===== src/rtl/mems_write_arbiter.sv =====
// rtl/mems_write_arbiter.sv - round-robin Avalon-MM write arbiter for MEMS sample channels (option: MEMS_ARB_CHAN_REGION_EN)
module mems_write_arbiter #(
    parameter int          NUM_CH    = 4,
    parameter int          MEM_SIZE  = 4096,
    parameter logic [31:0] BASE_ADDR = 32'd0
) (
    input  logic                  clock,
    input  logic                  reset,
    input  logic [NUM_CH-1:0]     sample_valid,
    input  logic [8*NUM_CH-1:0]   sample_data,
    output logic [31:0]           address,
    output logic                  write,
    output logic [7:0]            write_data,
    input  logic                  waitrequest,
    output logic [2:0]            wr_chan,
    output logic                  wrap,
    output logic [NUM_CH-1:0]     overrun
);

    localparam int PTR_W = (MEM_SIZE > 1) ? $clog2(MEM_SIZE) : 1;
`ifdef MEMS_ARB_CHAN_REGION_EN
    localparam int REG_SIZE = MEM_SIZE / NUM_CH;
    localparam int RPTR_W   = (REG_SIZE > 1) ? $clog2(REG_SIZE) : 1;
`endif

    typedef enum logic [1:0] {
        ST_IDLE  = 2'b00,
        ST_WRITE = 2'b01
    } state_t;

    state_t                state_q, state_d;

    logic [NUM_CH-1:0]     pending_q, pending_d;
    logic [8*NUM_CH-1:0]   hold_q, hold_d;
    logic [NUM_CH-1:0]     overrun_q, overrun_d;
    logic [2:0]            last_grant_q, last_grant_d;
    logic [31:0]           address_q, address_d;
    logic                  write_q, write_d;
    logic [7:0]            write_data_q, write_data_d;
    logic [2:0]            wr_chan_q, wr_chan_d;
    logic                  wrap_q, wrap_d;
`ifdef MEMS_ARB_CHAN_REGION_EN
    logic [NUM_CH-1:0][RPTR_W-1:0] ptr_q, ptr_d;
`else
    logic [PTR_W-1:0]      ptr_q, ptr_d;
`endif

    logic                  accept;
    logic                  any_pend;
    logic [2:0]            sel;
    logic [3:0]            start;
    logic [2*NUM_CH-1:0]   pend2;
    int                    pick;
    int                    s_idx;
    logic [7:0]            sel_data;
    logic [31:0]           sel_addr;
    logic                  ptr_wrap;

    // The write in flight is taken by the slave on any WRITE-state edge without stall.
    assign accept = (state_q == ST_WRITE) && !waitrequest;

    // Round-robin pick: rotate pending so last_grant+1 lands at bit 0, take the lowest set bit.
    always_comb begin
        start    = {1'b0, last_grant_q} + 4'd1;
        pend2    = {pending_q, pending_q} >> start;
        any_pend = |pending_q;
        pick     = 0;
        for (int i = NUM_CH - 1; i >= 0; i--) begin
            if (pend2[i]) begin
                pick = i;
            end
        end
        s_idx = int'(start) + pick;
        if (s_idx >= NUM_CH) begin
            s_idx = s_idx - NUM_CH;
        end
        sel = 3'(s_idx);
    end

    // Held sample of the selected channel.
    always_comb begin
        sel_data = 8'd0;
        for (int c = 0; c < NUM_CH; c++) begin
            if (sel == 3'(c)) begin
                sel_data = hold_q[8*c +: 8];
            end
        end
    end

`ifdef MEMS_ARB_CHAN_REGION_EN
    // Per-channel region pointers: address of the selected channel, advance the granted one.
    always_comb begin
        sel_addr = BASE_ADDR;
        ptr_d    = ptr_q;
        ptr_wrap = 1'b0;
        for (int c = 0; c < NUM_CH; c++) begin
            if (sel == 3'(c)) begin
                sel_addr = BASE_ADDR + 32'(c * REG_SIZE) + 32'(ptr_q[c]);
            end
            if (accept && (wr_chan_q == 3'(c))) begin
                if (ptr_q[c] == RPTR_W'(REG_SIZE - 1)) begin
                    ptr_d[c] = '0;
                    ptr_wrap = 1'b1;
                end else begin
                    ptr_d[c] = ptr_q[c] + RPTR_W'(1);
                end
            end
        end
    end
`else
    // Single shared pointer: samples land interleaved in grant order.
    always_comb begin
        sel_addr = BASE_ADDR + 32'(ptr_q);
        ptr_d    = ptr_q;
        ptr_wrap = 1'b0;
        if (accept) begin
            if (ptr_q == PTR_W'(MEM_SIZE - 1)) begin
                ptr_d    = '0;
                ptr_wrap = 1'b1;
            end else begin
                ptr_d = ptr_q + PTR_W'(1);
            end
        end
    end
`endif

    // Holding registers: a slot is free when empty or being drained this edge; otherwise the new sample is dropped.
    always_comb begin
        pending_d = pending_q;
        hold_d    = hold_q;
        overrun_d = overrun_q;
        for (int c = 0; c < NUM_CH; c++) begin
            if (accept && (wr_chan_q == 3'(c))) begin
                pending_d[c] = 1'b0;
            end
            if (sample_valid[c]) begin
                if (!pending_q[c] || (accept && (wr_chan_q == 3'(c)))) begin
                    hold_d[8*c +: 8] = sample_data[8*c +: 8];
                    pending_d[c]     = 1'b1;
                end else begin
                    overrun_d[c] = 1'b1;
                end
            end
        end
    end

    // Next-state logic.
    always_comb begin
        state_d = state_q;
        case (state_q)
            ST_IDLE:  if (any_pend) state_d = ST_WRITE;
            ST_WRITE: if (!waitrequest) state_d = ST_IDLE;
            default:  state_d = ST_IDLE;
        endcase
    end

    // Bus outputs: launched on leaving IDLE, frozen through stalls, write dropped on acceptance.
    always_comb begin
        address_d    = address_q;
        write_d      = write_q;
        write_data_d = write_data_q;
        wr_chan_d    = wr_chan_q;
        last_grant_d = last_grant_q;
        wrap_d       = accept && ptr_wrap;
        case (state_q)
            ST_IDLE: begin
                if (any_pend) begin
                    write_d      = 1'b1;
                    address_d    = sel_addr;
                    write_data_d = sel_data;
                    wr_chan_d    = sel;
                end
            end
            ST_WRITE: begin
                if (!waitrequest) begin
                    write_d      = 1'b0;
                    last_grant_d = wr_chan_q;
                end
            end
            default: write_d = 1'b0;
        endcase
    end

    // State register.
    always_ff @(posedge clock or posedge reset) begin
        if (reset) begin
            state_q <= ST_IDLE;
        end else begin
            state_q <= state_d;
        end
    end

    // Datapath and output registers; reset drops write immediately, losing any in-flight sample.
    always_ff @(posedge clock or posedge reset) begin
        if (reset) begin
            pending_q    <= '0;
            hold_q       <= '0;
            overrun_q    <= '0;
            last_grant_q <= 3'(NUM_CH - 1);
            address_q    <= BASE_ADDR;
            write_q      <= 1'b0;
            write_data_q <= 8'd0;
            wr_chan_q    <= 3'd0;
            wrap_q       <= 1'b0;
            ptr_q        <= '0;
        end else begin
            pending_q    <= pending_d;
            hold_q       <= hold_d;
            overrun_q    <= overrun_d;
            last_grant_q <= last_grant_d;
            address_q    <= address_d;
            write_q      <= write_d;
            write_data_q <= write_data_d;
            wr_chan_q    <= wr_chan_d;
            wrap_q       <= wrap_d;
            ptr_q        <= ptr_d;
        end
    end

    assign address    = address_q;
    assign write      = write_q;
    assign write_data = write_data_q;
    assign wr_chan    = wr_chan_q;
    assign wrap       = wrap_q;
    assign overrun    = overrun_q;

endmodule


===== config.mk =====
export PLATFORM = sky130hd
export DESIGN_NAME = mems_write_arbiter
export DESIGN_NICKNAME = d
export VERILOG_FILES = /design/src/rtl/mems_write_arbiter.sv
export SDC_FILE = /design/constraint.sdc
export NUM_CORES = 1
export LEC_CHECK = 0
export CAP_MARGIN = 10
export CORE_UTILIZATION = 40
export CTS_CLUSTER_DIAMETER = 150
export DETAILED_ROUTE_END_ITERATION = 7
export PLACE_DENSITY = 0.73
export SLEW_MARGIN = 20
export SYNTH_ARGS = -nofsm -noshare
export SYNTH_HDL_FRONTEND = slang
export SYNTH_SLANG_ARGS = --single-unit

===== constraint.sdc =====
create_clock -name clock -period 5.57 [get_ports clock]
set_input_delay 0.8355 -clock clock [delete_from_list [all_inputs] [get_ports clock]]
set_output_delay 0.8355 -clock clock [all_outputs]
set_load 0.01 [all_outputs]

# Yosys cells after proc, flatten, opt, wreduce, memory -nomap -nowiden
# Cells that the tools add are included.
[totals] register_bits=82 input_bits=39 output_inout_bits=49 wordCells=98
[op_classes] n_addsub=4 magnitude_cmp=1 n_eq_ne=10 shifts=1 muxes=30 bitwise_logic=5 reduce_logical=30
[op_table] cell="$mux W32" count=3
[op_table] cell="$add A5 B32 Y32" count=1
[op_table] cell="$ge A32 B4 Y1 const B" count=1
[op_table] cell="$mux W8" count=4
[op_table] cell="$reduce_and A2 Y1" count=11
[op_table] cell="$mux W1" count=16
[op_table] cell="$add A12 B1 Y12 const B" count=1
[op_table] cell="$eq A12 B12 Y1 const B" count=1
[op_table] cell="$eq A3 B2 Y1 const B" count=4
[op_table] cell="$mux W12" count=1
[op_table] cell="$shr A8 B4 Y4" count=1
[op_table] cell="$eq A3 B1 Y1 const B" count=2
[op_table] cell="$logic_and A1 B1 Y1" count=6
[op_table] cell="$logic_not A3 Y1" count=2
[op_table] cell="$mux W2" count=3
[op_table] cell="$logic_not A1 Y1" count=5
[op_table] cell="$not A1 Y1" count=5
[op_table] cell="$add A3 B1 Y4 const B" count=1
[op_table] cell="$logic_or A1 B1 Y1" count=4
[op_table] cell="$ne A2 B2 Y1 const B" count=2
[op_table] cell="$pmux W2 S2" count=1
[op_table] cell="$reduce_or A4 Y1" count=1
[op_table] cell="$mux W3" count=1
[op_table] cell="$sub A3 B3 Y3 const B" count=1
[op_table] cell="3 further kinds" count=3

# Logic depth before layout (Yosys ltp)
[logic_depth] depth_word=14 ltp_mapped=13 mapped_depth_nobuf=11

# Worst setup path after synthesis
# Ideal clock, no wire load.
[synth_path] path_kind="register -> register" from="register last_grant_q[0]" to="register write_data_q[0], in the netlist write_data[0]" setup_time_ps=126 t_arrival_ps=2915 required_ps=5444 slack_ps=2529 stages_incl_launch_ff=12 path_buffers=2 synth_period_minus_slack_ps=3041 cell_sequence="dfstp_2 buf_1 a21oi_1 a211oi_1 nor2_1 nor3_1 fa_1 buf_1 mux2i_1 a2bb2oi_1 nor3_1 a221o_1"
[synth_rtl] item="start: declaration" line="36" source="logic [2:0] last_grant_q, last_grant_d;"
[synth_rtl] item="start signal: assignment" line="199" source="last_grant_q <= 3'(NUM_CH - 1);"
[synth_rtl] item="start signal: assignment" line="210" source="last_grant_q <= last_grant_d;"
[synth_rtl] item="end signal: assignment" line="213" source="write_data_q <= write_data_d;"
[synth_rtl] item="end: declaration" line="39" source="logic [7:0] write_data_q, write_data_d;"

==> insert_results.sql <==
INSERT INTO impl_metrics (metric_group, metric, value, unit) VALUES
('sta', 'whs', '0.463', 'ns'),
('pwr', 'worst_ir_drop_vdd', '0.291', 'mV'),
('synth', 'postSynthAreaPerCell', '11.1', 'um^2'),
('cells_and_area', 'insertedDiodeCount', '0', ''),
('clock_tree', 'clkSlewWorstSetupHoldPaths', '0.08', 'ns'),
('placement', 'port_buffers', '67', ''),
('setup_path', 'start_kind', 'flop', ''),
('die', 'core_area', '0.00928', 'mm^2'),
('synth', 'post-synth-top-area-cell', 'sky130_fd_sc_hd__dfrtp_1', ''),
('sta', 'max_slew.worst_pin.slew', '0.748', 'ns'),
('synth', 'yosysWarningCount', '0', ''),
('clock_tree', 'cts_sinks', '80', ''),
('placement', 'place.gp.congestion', '0.844', ''),
('sta', 'layout_min_cycle_time', '3.39', 'ns'),
('cells_and_area', 'post_layout_nonfiller_instances', '541', ''),
('sta', 'finalCritPeriodShare', '60.8', '%'),
('synth', 'synth_top_family_by_area', 'simple AND/OR/NAND/NOR gates', ''),
('clock_tree', 'cts_buffers', '9', ''),
('synth', 'synth_xor_area_share', '2.05', '%'),
('pwr', 'total_power', '2.20', 'mW'),
('pwr', 'power_density', '466', 'mW/mm^2'),
('drt', 'drtPass1Iterations', '4', ''),
('pwr', 'leakage', '2.12', 'nW'),
('cells_and_area', 'layout-area-overhead-vs-synth', '23.0', '%'),
('die', 'placementRows', '35', ''),
('drt', 'wl_per_cell', '14.8', 'um'),
('cells_and_area', 'drive_gt1_share', '16.0', '%'),
('clock_tree', 'clock_path_buffers', '2', ''),
('setup_path', 'timing.critical_path.to_type', 'flop', ''),
('synth', 'synthMuxAreaShare', '13.8', '%'),
('cells_and_area', 'final_nets', '450', ''),
('run_status', 'status', 'completed', ''),
('clock_tree', 'cts-root-buf', 'sky130_fd_sc_hd__clkbuf_8', ''),
('drt', 'vias', '2698', ''),
('setup_path', 'timing.critical_path.slowest_cell_delay', '0.68', 'ns'),
('setup_path', 'slowest_cell_on_the_critical_path', 'sky130_fd_sc_hd__dfstp_2', ''),
('synth', 'edff_count_synth', '0', ''),
('setup_path', 'critical_path.top_delay_family', 'compound AO/OA/AOI/OAI gates', ''),
('sta', 'worst_slew_margin_rel', '49.5', '%'),
('global_route', 'grt_use_total', '17.1', '%'),
('clock_tree', 'clk_latency', '0.35', 'ns'),
('global_route', 'grt_pass1_vias', '2651', ''),
('sta', 'unrepaired_setup_endpoints_after_global_routing', 'no', ''),
('sta', 'max_transition_viols_final', '0', ''),
('die', 'die_footprint', '0.00999', 'mm^2'),
('synth', 'synthesized_area_fraction_occupied_by_ao_oa_aoi_and_oai_cells', '9.06', '%'),
('drt', 'post-route-drc-count', '0', ''),
('placement', 'placed_cells', '525', ''),
('synth', 'seq_area_frac_synth', '52.2', '%'),
('global_route', 'maximum_number_of_pins_on_one_net_before_global_route_repair', '49', ''),
('synth', 'ys_async_sr_fraction', '100', '%'),
('global_route', 'antenna_found_initial', '0', ''),
('die', 'chipHeight', '100', 'um'),
('setup_path', 'cp.required', '5.80', 'ns'),
('setup_path', 'cp_data_arrival_time', '3.62', 'ns'),
('synth', 'yosys.cell_types.count', '51', ''),
('setup_path', 'worstPathBufferInverterCount', '1', ''),
('synth', 'synth.area.top_cells', 'sky130_fd_sc_hd__dfrtp_1 51%, sky130_fd_sc_hd__mux2_2 8.2%, sky130_fd_sc_hd__nand2_1 5.5%', ''),
('clock_tree', 'post_cts_hold_fix_bufs', '0', ''),
('synth', 'post_synth_and_or_nand_nor_area_fraction', '14.2', '%'),
('clock_tree', 'postcts_setup_bufs', '0', ''),
('synth', 'synthMostInstantiatedCell', 'sky130_fd_sc_hd__dfrtp_1', ''),
('clock_tree', 'cts_repair_resize_count', '0', ''),
('setup_path', 'timing.critical_path.cells', 'mux2_2, o21ai_0, o311a_1, o21ai_0, ha_1, inv_1, fa_1, mux2_2, a22oi_1, nor3_1, a221o_1', ''),
('synth', 'synth-adder-area-share', '1.50', '%'),
('placement', 'dp_hpwl', '5770', 'um'),
('sta', 'total_negative_slack_for_setup_checks', '0', 'ns'),
('setup_path', 'crit_type', 'flop to flop', ''),
('drt', 'vias_per_cell', '4.99', ''),
('sta', 'setup-violations-final', '0', ''),
('die', 'io_pins', '88', '');
==> metal layers <==
metal	wire length, um	vias up	GRT usage, %	share of wire [%]
li1	-	1281	-	-
met1	3700	1323	23.2	46
met2	3860	85	27.3	48
met3	352	9	3.76	4.4
met4	97	0	5.66	1.2
met5	0	-	0	0
==> kinds of logic (layout without fill, tap and decap cells) <==
family	Yosys count	count (layout)
other	1	20
buffers and inverters	47	94
XOR/XNOR	9	9
multiplexers	44	44
AND/OR/NAND/NOR	113	113
adder cells (fa/ha/maj)	4	4
AO/OA/AOI/OAI	48	48
flip-flops	80	80
==> state kept, by name, indices dropped and copies added, names as in the netlist, 3 cells and up <==
signal	flops
pending_q	4
write_data	8
hold_q	32
wr_chan	3
last_grant_q	3
overrun	4
address	12
ptr_q	12
==> layout make-up <==
type / instances / area, um^2 / area share, %
sequential: 80 / 2000 / 42.4
multi-input combinational: 238 / 1630 / 34.6
timing repair buffer: 69 / 686 / 14.5
tap: 129 / 161 / 3.42
clock buffer: 9 / 124 / 2.62
clock inverter: 7 / 78.8 / 1.67
inverter: 9 / 33.8 / 0.715
==> through the flow <==
step	utilization (%)	area, um^2	worst slack, ns
finish	50.9	4720	2.18
floorplan	-	3910	2.53
global placement	48.7	4520	2.32
CTS	50.9	4720	2.17
global route	50.9	4720	1.95
detailed placement	48.7	4520	2.18
==> final timing paths <==
path	from	endpoint	slack, ns	cells past startpoint
hold reg to reg	overrun[3]$_DFFE_PP0P_	overrun[3]$_DFFE_PP0P_	0.46	1
setup / recovery	last_grant_q[0]$_DFFE_PP1P_	write_data[2]$_DFFE_PP0P_	2.18	11
min in group asynchronous	reset	address[9]$_DFFE_PP0P_	0.91	2
setup reg to reg	last_grant_q[0]$_DFFE_PP1P_	write_data[2]$_DFFE_PP0P_	2.18	11
hold / removal	overrun[3]$_DFFE_PP0P_	overrun[3]$_DFFE_PP0P_	0.46	1
max in group asynchronous	reset	pending_q[1]$_DFF_PP0_	3.60	3
==> layout by cell type (no fill, tap or decap), types with 2 or more instances in the layout <==
cell type and count:
sky130_fd_sc_hd__a211oi_1 2, sky130_fd_sc_hd__a21o_1 2, sky130_fd_sc_hd__a21oi_1 5, sky130_fd_sc_hd__a221o_1 7, sky130_fd_sc_hd__a22oi_1 4, sky130_fd_sc_hd__a2bb2oi_1 4, sky130_fd_sc_hd__and4_1 2, sky130_fd_sc_hd__and4b_1 2
sky130_fd_sc_hd__buf_4 2, sky130_fd_sc_hd__clkbuf_8 9, sky130_fd_sc_hd__clkdlybuf4s50_1 67, sky130_fd_sc_hd__clkinvlp_4 3, sky130_fd_sc_hd__conb_1 20, sky130_fd_sc_hd__dfrtp_1 78, sky130_fd_sc_hd__dfstp_2 2, sky130_fd_sc_hd__ha_1 3
sky130_fd_sc_hd__inv_1 8, sky130_fd_sc_hd__inv_6 2, sky130_fd_sc_hd__mux2_2 28, sky130_fd_sc_hd__mux2_4 8, sky130_fd_sc_hd__mux2i_1 7, sky130_fd_sc_hd__nand2_1 56, sky130_fd_sc_hd__nand2b_1 5, sky130_fd_sc_hd__nand3_1 5
sky130_fd_sc_hd__nand4_1 4, sky130_fd_sc_hd__nor2_1 13, sky130_fd_sc_hd__nor2b_1 5, sky130_fd_sc_hd__nor3_1 10, sky130_fd_sc_hd__o21ai_0 13, sky130_fd_sc_hd__o21bai_1 2, sky130_fd_sc_hd__or2_2 4, sky130_fd_sc_hd__xnor2_1 4
sky130_fd_sc_hd__xor2_1 5
==> report_power, final <==
part           switching (mW)  internal [mW]
Sequential              0.161          0.780
Clock                   0.226          0.211
Combinational           0.348          0.472
Total                   0.735           1.46
(Power assumes the default switching activity.)
